**src/rtl/button_event_decoder.sv**
```systemverilog
// Turns debounced button levels into one-cycle press, release and repeat events plus a hold level.
// Each channel runs its own IDLE/PRESSED/HELD FSM and counter; all outputs are registered.
module button_event_decoder #(
    parameter int NUM_BUTTONS   = 4,
    parameter int HOLD_CYCLES   = 50,
    parameter int REPEAT_CYCLES = 10,
    parameter int CNT_W         = 16
) (
    input  logic                   clock,
    input  logic                   reset_n,
    input  logic [NUM_BUTTONS-1:0] buttons_debounced,
    input  logic                   enable,
    output logic [NUM_BUTTONS-1:0] press_pulse,
    output logic [NUM_BUTTONS-1:0] release_pulse,
    output logic [NUM_BUTTONS-1:0] hold_level,
    output logic [NUM_BUTTONS-1:0] repeat_pulse,
    output logic                   any_pressed
);

    typedef enum logic [1:0] {
        ST_IDLE    = 2'd0,
        ST_PRESSED = 2'd1,
        ST_HELD    = 2'd2
    } state_t;

    localparam logic [CNT_W-1:0] HOLD_LAST   = CNT_W'(HOLD_CYCLES - 1);
    localparam logic [CNT_W-1:0] REPEAT_LAST = CNT_W'(REPEAT_CYCLES - 1);
    localparam logic [CNT_W-1:0] CNT_ONE     = CNT_W'(1);
    localparam logic [CNT_W-1:0] CNT_ZERO    = {CNT_W{1'b0}};

    state_t                   state_q [NUM_BUTTONS];
    state_t                   state_d [NUM_BUTTONS];
    logic [CNT_W-1:0]         cnt_q   [NUM_BUTTONS];
    logic [CNT_W-1:0]         cnt_d   [NUM_BUTTONS];
    logic [NUM_BUTTONS-1:0]   prev_q, prev_d;
    logic [NUM_BUTTONS-1:0]   press_q, press_d;
    logic [NUM_BUTTONS-1:0]   release_q, release_d;
    logic [NUM_BUTTONS-1:0]   hold_q, hold_d;
    logic [NUM_BUTTONS-1:0]   repeat_q, repeat_d;
    logic                     any_q, any_d;

    // Per-channel next state, counter and event decode; prev tracks the input even when disabled.
    always_comb begin
        prev_d    = buttons_debounced;
        press_d   = {NUM_BUTTONS{1'b0}};
        release_d = {NUM_BUTTONS{1'b0}};
        hold_d    = {NUM_BUTTONS{1'b0}};
        repeat_d  = {NUM_BUTTONS{1'b0}};
        any_d     = 1'b0;
        for (int i = 0; i < NUM_BUTTONS; i++) begin
            state_d[i] = state_q[i];
            cnt_d[i]   = cnt_q[i];
            if (!enable) begin
                state_d[i] = ST_IDLE;
                cnt_d[i]   = CNT_ZERO;
            end else begin
                case (state_q[i])
                    ST_IDLE: begin
                        if (buttons_debounced[i] && !prev_q[i]) begin
                            press_d[i] = 1'b1;
                            cnt_d[i]   = CNT_ZERO;
                            state_d[i] = ST_PRESSED;
                        end else begin
                            state_d[i] = ST_IDLE;
                        end
                    end
                    ST_PRESSED: begin
                        // A release on the threshold edge wins over entering HELD.
                        if (!buttons_debounced[i]) begin
                            release_d[i] = 1'b1;
                            state_d[i]   = ST_IDLE;
                        end else if (cnt_q[i] == HOLD_LAST) begin
                            state_d[i]  = ST_HELD;
                            hold_d[i]   = 1'b1;
                            repeat_d[i] = 1'b1;
                            cnt_d[i]    = CNT_ZERO;
                        end else begin
                            cnt_d[i] = cnt_q[i] + CNT_ONE;
                        end
                    end
                    ST_HELD: begin
                        if (!buttons_debounced[i]) begin
                            release_d[i] = 1'b1;
                            state_d[i]   = ST_IDLE;
                        end else if (cnt_q[i] == REPEAT_LAST) begin
                            hold_d[i]   = 1'b1;
                            repeat_d[i] = 1'b1;
                            cnt_d[i]    = CNT_ZERO;
                        end else begin
                            hold_d[i] = 1'b1;
                            cnt_d[i]  = cnt_q[i] + CNT_ONE;
                        end
                    end
                    default: begin
                        state_d[i] = ST_IDLE;
                        cnt_d[i]   = CNT_ZERO;
                    end
                endcase
            end
            any_d = any_d | (state_d[i] != ST_IDLE);
        end
    end

    // State, counters and registered outputs; prev resets high so a held button needs a fresh press.
    always_ff @(posedge clock or negedge reset_n) begin
        if (!reset_n) begin
            prev_q    <= {NUM_BUTTONS{1'b1}};
            press_q   <= {NUM_BUTTONS{1'b0}};
            release_q <= {NUM_BUTTONS{1'b0}};
            hold_q    <= {NUM_BUTTONS{1'b0}};
            repeat_q  <= {NUM_BUTTONS{1'b0}};
            any_q     <= 1'b0;
            for (int i = 0; i < NUM_BUTTONS; i++) begin
                state_q[i] <= ST_IDLE;
                cnt_q[i]   <= CNT_ZERO;
            end
        end else begin
            prev_q    <= prev_d;
            press_q   <= press_d;
            release_q <= release_d;
            hold_q    <= hold_d;
            repeat_q  <= repeat_d;
            any_q     <= any_d;
            for (int i = 0; i < NUM_BUTTONS; i++) begin
                state_q[i] <= state_d[i];
                cnt_q[i]   <= cnt_d[i];
            end
        end
    end

    assign press_pulse   = press_q;
    assign release_pulse = release_q;
    assign hold_level    = hold_q;
    assign repeat_pulse  = repeat_q;
    assign any_pressed   = any_q;

endmodule

```
**config.mk**
```make
export PLATFORM = sky130hd
export DESIGN_NAME = button_event_decoder
export DESIGN_NICKNAME = d
export VERILOG_FILES = /design/src/rtl/button_event_decoder.sv
export SDC_FILE = /design/constraint.sdc
export NUM_CORES = 1
export LEC_CHECK = 0
export ABC_AREA = 1
export CAP_MARGIN = 0
export CELL_PAD_IN_SITES_DETAIL_PLACEMENT = 0
export CELL_PAD_IN_SITES_GLOBAL_PLACEMENT = 1
export CORE_UTILIZATION = 45
export CTS_CLUSTER_SIZE = 24
export DETAILED_ROUTE_END_ITERATION = 16
export PLACE_DENSITY_LB_ADDON = 0.12
export SYNTH_ARGS = -nofsm -noshare
export SYNTH_HDL_FRONTEND = slang
export SYNTH_SLANG_ARGS = --single-unit
```
**constraint.sdc**
```tcl
create_clock -name clock -period 2.1 [get_ports clock]
set_clock_uncertainty 0.1 [all_clocks]
set_input_delay 0.63 -clock clock [delete_from_list [all_inputs] [get_ports clock]]
set_output_delay 0.63 -clock clock [all_outputs]
set_load 0.03 [all_outputs]
```
Word level (Yosys, flattened, before mapping)
Cells that the tools add are included.
{"block": "word_totals", "reg_bits": 93, "mem_bits_ro": 0, "ram_bits": 0, "latch_bits": 0, "mem_count": 0, "output_inout_bits": 17, "elab_cells": 185}
{"block": "op_classes", "n_mul": 0, "muxes": 112, "shift": 0, "div_mod_pow": 0, "bitwise": 3, "n_reduce_logical": 24, "eq_ne": 28, "n_addsub": 4, "n_lt_le_gt_ge": 0}
{"cell": "$mux W16", "count": 24}
{"cell": "$pmux W16 S3", "count": 4}
{"cell": "$add A16 B1 Y16 const B", "count": 4}
{"cell": "$eq A16 B4 Y1 const B", "count": 4}
{"cell": "$eq A16 B6 Y1 const B", "count": 4}
{"cell": "$mux W1", "count": 56}
{"cell": "$ne A3 B3 Y1 const B", "count": 12}
{"cell": "$mux W2", "count": 16}
{"cell": "$pmux W2 S3", "count": 4}
{"cell": "$pmux W1 S2", "count": 8}
{"cell": "$reduce_and A3 Y1", "count": 4}
{"cell": "$eq A2 B1 Y1 const B", "count": 4}
{"cell": "$eq A2 B2 Y1 const B", "count": 4}
{"cell": "$logic_not A2 Y1", "count": 4}
{"cell": "$reduce_bool A2 Y1", "count": 4}
{"cell": "$reduce_or A2 Y1", "count": 4}
{"cell": "$logic_and A1 B1 Y1", "count": 4}
{"cell": "$logic_not A1 Y1", "count": 4}
{"cell": "$or A1 B1 Y1", "count": 3}

Logic depth before layout (Yosys ltp)
Gate-level depths: netlist of the first run.
{"block": "depth", "depth_word": 9, "ltp_mapped": 13, "ltp_nobuf": 11}

Least setup slack after synthesis of the first run
OpenSTA, ideal clock, no wires.
{"block": "synth_path", "path_kind": "input port to flip-flop", "from": "input enable", "to": "register cnt_q[42] in the netlist's numbering", "required_ps": 1879, "setup_ps": 121, "stages": 10, "slack_ps": 328, "arrival_ps": 1551, "cell_sequence": "buf_6 inv_6 buf_8 nor2_1 o21ai_2 nand2_4 inv_2 buf_4 a21oi_1 a21oi_1"}
{"block": "synth_between", "elab_chain_len": 2, "word_cells_on_any_way": 5, "classes_between": "eq/ne: 3; mux: 1; reduce/logical: 1"}
{"element": "start, declared", "line_no": "12", "source": "input logic enable,"}
{"element": "$ne A3 B3 Y1 (no line)"}
{"element": "$reduce_and A3 Y1 (no line)"}
{"element": "end signal, assigned by index", "line_no": "126", "source": "cnt_q[i] <= cnt_d[i];"}
{"element": "end, declared", "line_no": "33", "source": "logic [CNT_W-1:0] cnt_q [NUM_BUTTONS];"}
Several ways; a longest one is shown, not always the timed one.
A chain may end at the register's enable or synchronous reset.

Worst setup path after layout of the first run
{"block": "layout_path", "from": "register press_q[1] (netlist: press_pulse[1])", "to": "output press_pulse[1]"}
{"element": "start, declared", "line_no": "36", "source": "logic [NUM_BUTTONS-1:0] press_q, press_d;"}
{"element": "start signal, assigned", "line_no": "108", "source": "press_q <= {NUM_BUTTONS{1'b0}};"}
{"element": "start signal, assigned", "line_no": "119", "source": "press_q <= press_d;"}
{"element": "end, declared", "line_no": "13", "source": "output logic [NUM_BUTTONS-1:0] press_pulse,"}
No word-level cell between the ends.

==> summary.txt, run 1 <==
Internal = 2.85 mW
Vias = 4,954
H-tree Lvls = 3
EDFF count, synth = 0
Final Wtd Congestion = 0.843
Post-Synthesis Cells = 754
Synthesized cell area = 5640 µm²
CP Capture Type = output port
Total Routed Length = 12,700 µm
Ys Warns = 0
Sw Share = 23.8%
Nets = 861
Unrepaired setup endpoints after global routing = false
Final setup viols = 0
Final hold vios = 0
P_sw = 890 µW
CP Cell Sequence = clkdlybuf4s50_1
Clock network fraction of total power = 42.9%
Distinct cells, synth = 39
Pre-CTS WS = -0.291 ns
Worst-path maximum fanout = 1
DRC viols = 0
VDD IR-drop max = 0.313 mV
Largest delay contributor family on the critical path = buffers and inverters
Final WS setup = 0.0325 ns
Port Buf Inserts = 23
Slew @ Worst Pin = 0.364 ns
Final worst path period share = 98.5%
Async SR Flop Fraction = 100%
Max-cap check violation count = 0
Die height = 114 µm
Reg area = 2330 µm²
Inserted Diodes = 0
Highest-delay cell along the critical path = clkdlybuf4s50_1
Multi-input logic area = 2870 µm²
Fin crit period = 2.07 ns
Yosys reg bits = 93
Die Area = 13,000 µm²
CTS tree = done
Slew headroom = 75.8%
Antenna violations before repair = 0
Crit path launch type = flip-flop
Avg Synthesized Cell Area = 7.47 µm²
Layout cells sized above 1 = 13.8%
Commonest non-fill, non-tap cell in the layout = nand2_1
Largest net degree at the start of global routing = 30
Root Buffer = clkbuf_16
Arrival @ worst endpoint = 1.34 ns
Core area = 12,100 µm²
Post-DRT Antenna Nets = 0
Worst-path clk slew = 0.06 ns
Comb pwr share = 8.6%
Critical Path RT = 1.37 ns
Vias in the first global route = 4,856
Hold Slack = 0.0771 ns
Bufs and invs on worst path = 1
Max incr delay on CP = 0.67 ns
Clock sink count = 93
Seq/Total Area, Yosys = 41.4%
Seq pwr share = 48.5%
Slew Viols, Final = 0
Synth-to-Final Area Change = 19.5%
Num CTS Buffers = 9
HPWL after detailed placement = 9730 µm
Global Route Usage Sum = 21.7%
Clock buffer depth = 2
Overflow after GRT = 0
FILL cells = 1,181
Synth Flop Type = dfrtp_1
Vias per cell = 4.94
DR iter-0 viols = 296
Mean routed wirelength per cell = 12.7 µm
Wire length of the first global-routing pass = 22,300 µm
Run status = finished, final reports clean
DR pass1 iterations = 4
Hold Path Class = in2async
Later-pin clock latency in the skew report = 0.35 ns
Crit path kind = reg2out
Initial Utilization = 46.5%
Row count = 40
Leak pwr = 3.41 nW
Net Count, Synth = 785
Power Density = 555 nW/µm²
I/O pin cnt = 24
Fmax = 484 MHz
Die width = 114 µm
Most frequent cells in the layout = 186 x nand2_1, 120 x nor2_1, 89 x inv_1, 89 x dfrtp_1, 67 x nand3_1
Layout Utilization = 55.6%
## worst register-to-register path, stage by stage (launching register included)
cell and delay, ns:
dfrtp_1 0.38, inv_1 0.18, ha_1 0.21, nand2_1 0.07, nor2_2 0.15, nand2_1 0.14
nand2_1 0.09, nand2_1 0.09, nand2_1 0.09, nand2_2 0.13, o21ai_0 0.11, nor2_1 0.05
## synthesized netlist by cell type, types with 3 or more instances
| master | n | area share [%] |
|---|---|---|
| ha_1 | 24 | 5.3 |
| a21oi_1 | 14 | 1.2 |
| nand3b_1 | 3 | 0.40 |
| nor2_4 | 3 | 0.60 |
| nand3_2 | 4 | 0.71 |
| dfrtp_1 | 89 | 40 |
| nor2_2 | 8 | 0.89 |
| nor2_1 | 121 | 8.1 |
| o22ai_1 | 9 | 1.0 |
| o21ai_1 | 7 | 0.62 |
| nand2_2 | 10 | 1.1 |
| nand2_1 | 188 | 13 |
| and3_1 | 4 | 0.44 |
| o21ai_0 | 22 | 2.0 |
| buf_4 | 4 | 0.53 |
| nor3_1 | 13 | 1.2 |
| a31oi_1 | 5 | 0.56 |
| inv_1 | 90 | 6.0 |
| nand3_1 | 67 | 6.0 |
| xor2_1 | 17 | 2.6 |
| nand4_1 | 20 | 2.2 |
| dfstp_2 | 4 | 1.9 |
| inv_2 | 5 | 0.33 |
## area by class of cell
cell class                      instances  area share [%]
Multi-Input combinational cell        555            42.6
Sequential cell                        93            34.6
Timing Repair Buffer                   74            9.88
Inverter                               97            5.54
Clock buffer                           12            3.51
Tap cell                              168            3.12
Clock inverter                          4           0.725
## stage by stage
stage	cells	power (mW)	setup TNS [ns]	instance area, µm²
after floorplan	754	2.00	0	5640
after global placement	986	2.17	-10.26	6400
after detailed placement	986	2.17	-12.73	6400
after CTS	1002	3.79	0	6680
after global routing	1003	3.90	0	6730
final	1003	3.74	0	6730
## flip-flops by register name, indices dropped and copies added (netlist names)
name	flops
any_pressed	1
cnt_q	64
hold_level	4
press_pulse	4
prev_q	4
release_pulse	4
repeat_pulse	4
state_q	8
## timing repair
action                                  4_1_cts  5_1_grt
gates resized for setup                       4       19
hold buffers                                  0        0
buffers inserted                              0        1
hold endpoints to repair                      0        0
pin swaps                                     0        2
endpoints found under the setup margin        4       21
## power groups by stage
| stage | clock network (mW) | registers [mW] | logic (mW) |
|---|---|---|---|
| 3_5_place_dp | 0 | 1.85 | 0.323 |
| 6_report | 1.60 | 1.81 | 0.323 |
| 5_1_grt | 1.73 | 1.81 | 0.360 |
| 4_1_cts | 1.65 | 1.81 | 0.323 |
| 3_3_place_gp | 0 | 1.85 | 0.319 |
| 2_1_floorplan | 0 | 1.86 | 0.140 |
## final timing paths
check	from	to	slack, ns	cells past startpoint
setup / recovery	press_pulse[1]	press_pulse[1]	0.03	1
hold / removal	reset_n	cnt_q[18]	0.08	1
setup reg to reg	cnt_q[17]	cnt_q[19]	0.21	11
hold reg to reg	cnt_q[29]	cnt_q[29]	0.42	1
max in group asynchronous	reset_n	repeat_pulse[2]	1.13	2
min in group clock	cnt_q[29]	cnt_q[29]	0.42	1
## metal layers
layer,global-route usage [%],share of wire [%],wire (µm),up-vias
met2,37.2,49,6170,72
met4,9.09,2.1,263,0
met5,0,0,0,-
met1,27.3,47,5920,2296
met3,3.45,2.7,344,17
li1,-,-,-,2569
## cells by family (layout without fill, tap and decap cells)
group,Yosys count,count (layout),share of synthesized area (%)
and+or+nand+nor,447,447,35.6
buffers and inverters,106,187,7.93
adders and majority gates,24,24,5.33
xor gates and xnor gates,19,19,2.95
AOI/OAI and AO/OA,65,65,6.84
DFF,93,93,41.4
No activity file was read; power rests on OpenSTA's default activity.
==> inputs of run 2 (changes only) <==
--- a/config.mk
+++ b/config.mk
@@ -13,6 +13,7 @@
 export CTS_CLUSTER_SIZE = 24
 export DETAILED_ROUTE_END_ITERATION = 16
 export PLACE_DENSITY_LB_ADDON = 0.12
+export SLEW_MARGIN = 20
 export SYNTH_ARGS = -nofsm -noshare
 export SYNTH_HDL_FRONTEND = slang
 export SYNTH_SLANG_ARGS = --single-unit
==> results of run 2 <==
Same layout as run 1: the final DEF is identical, and so are final timing and power.
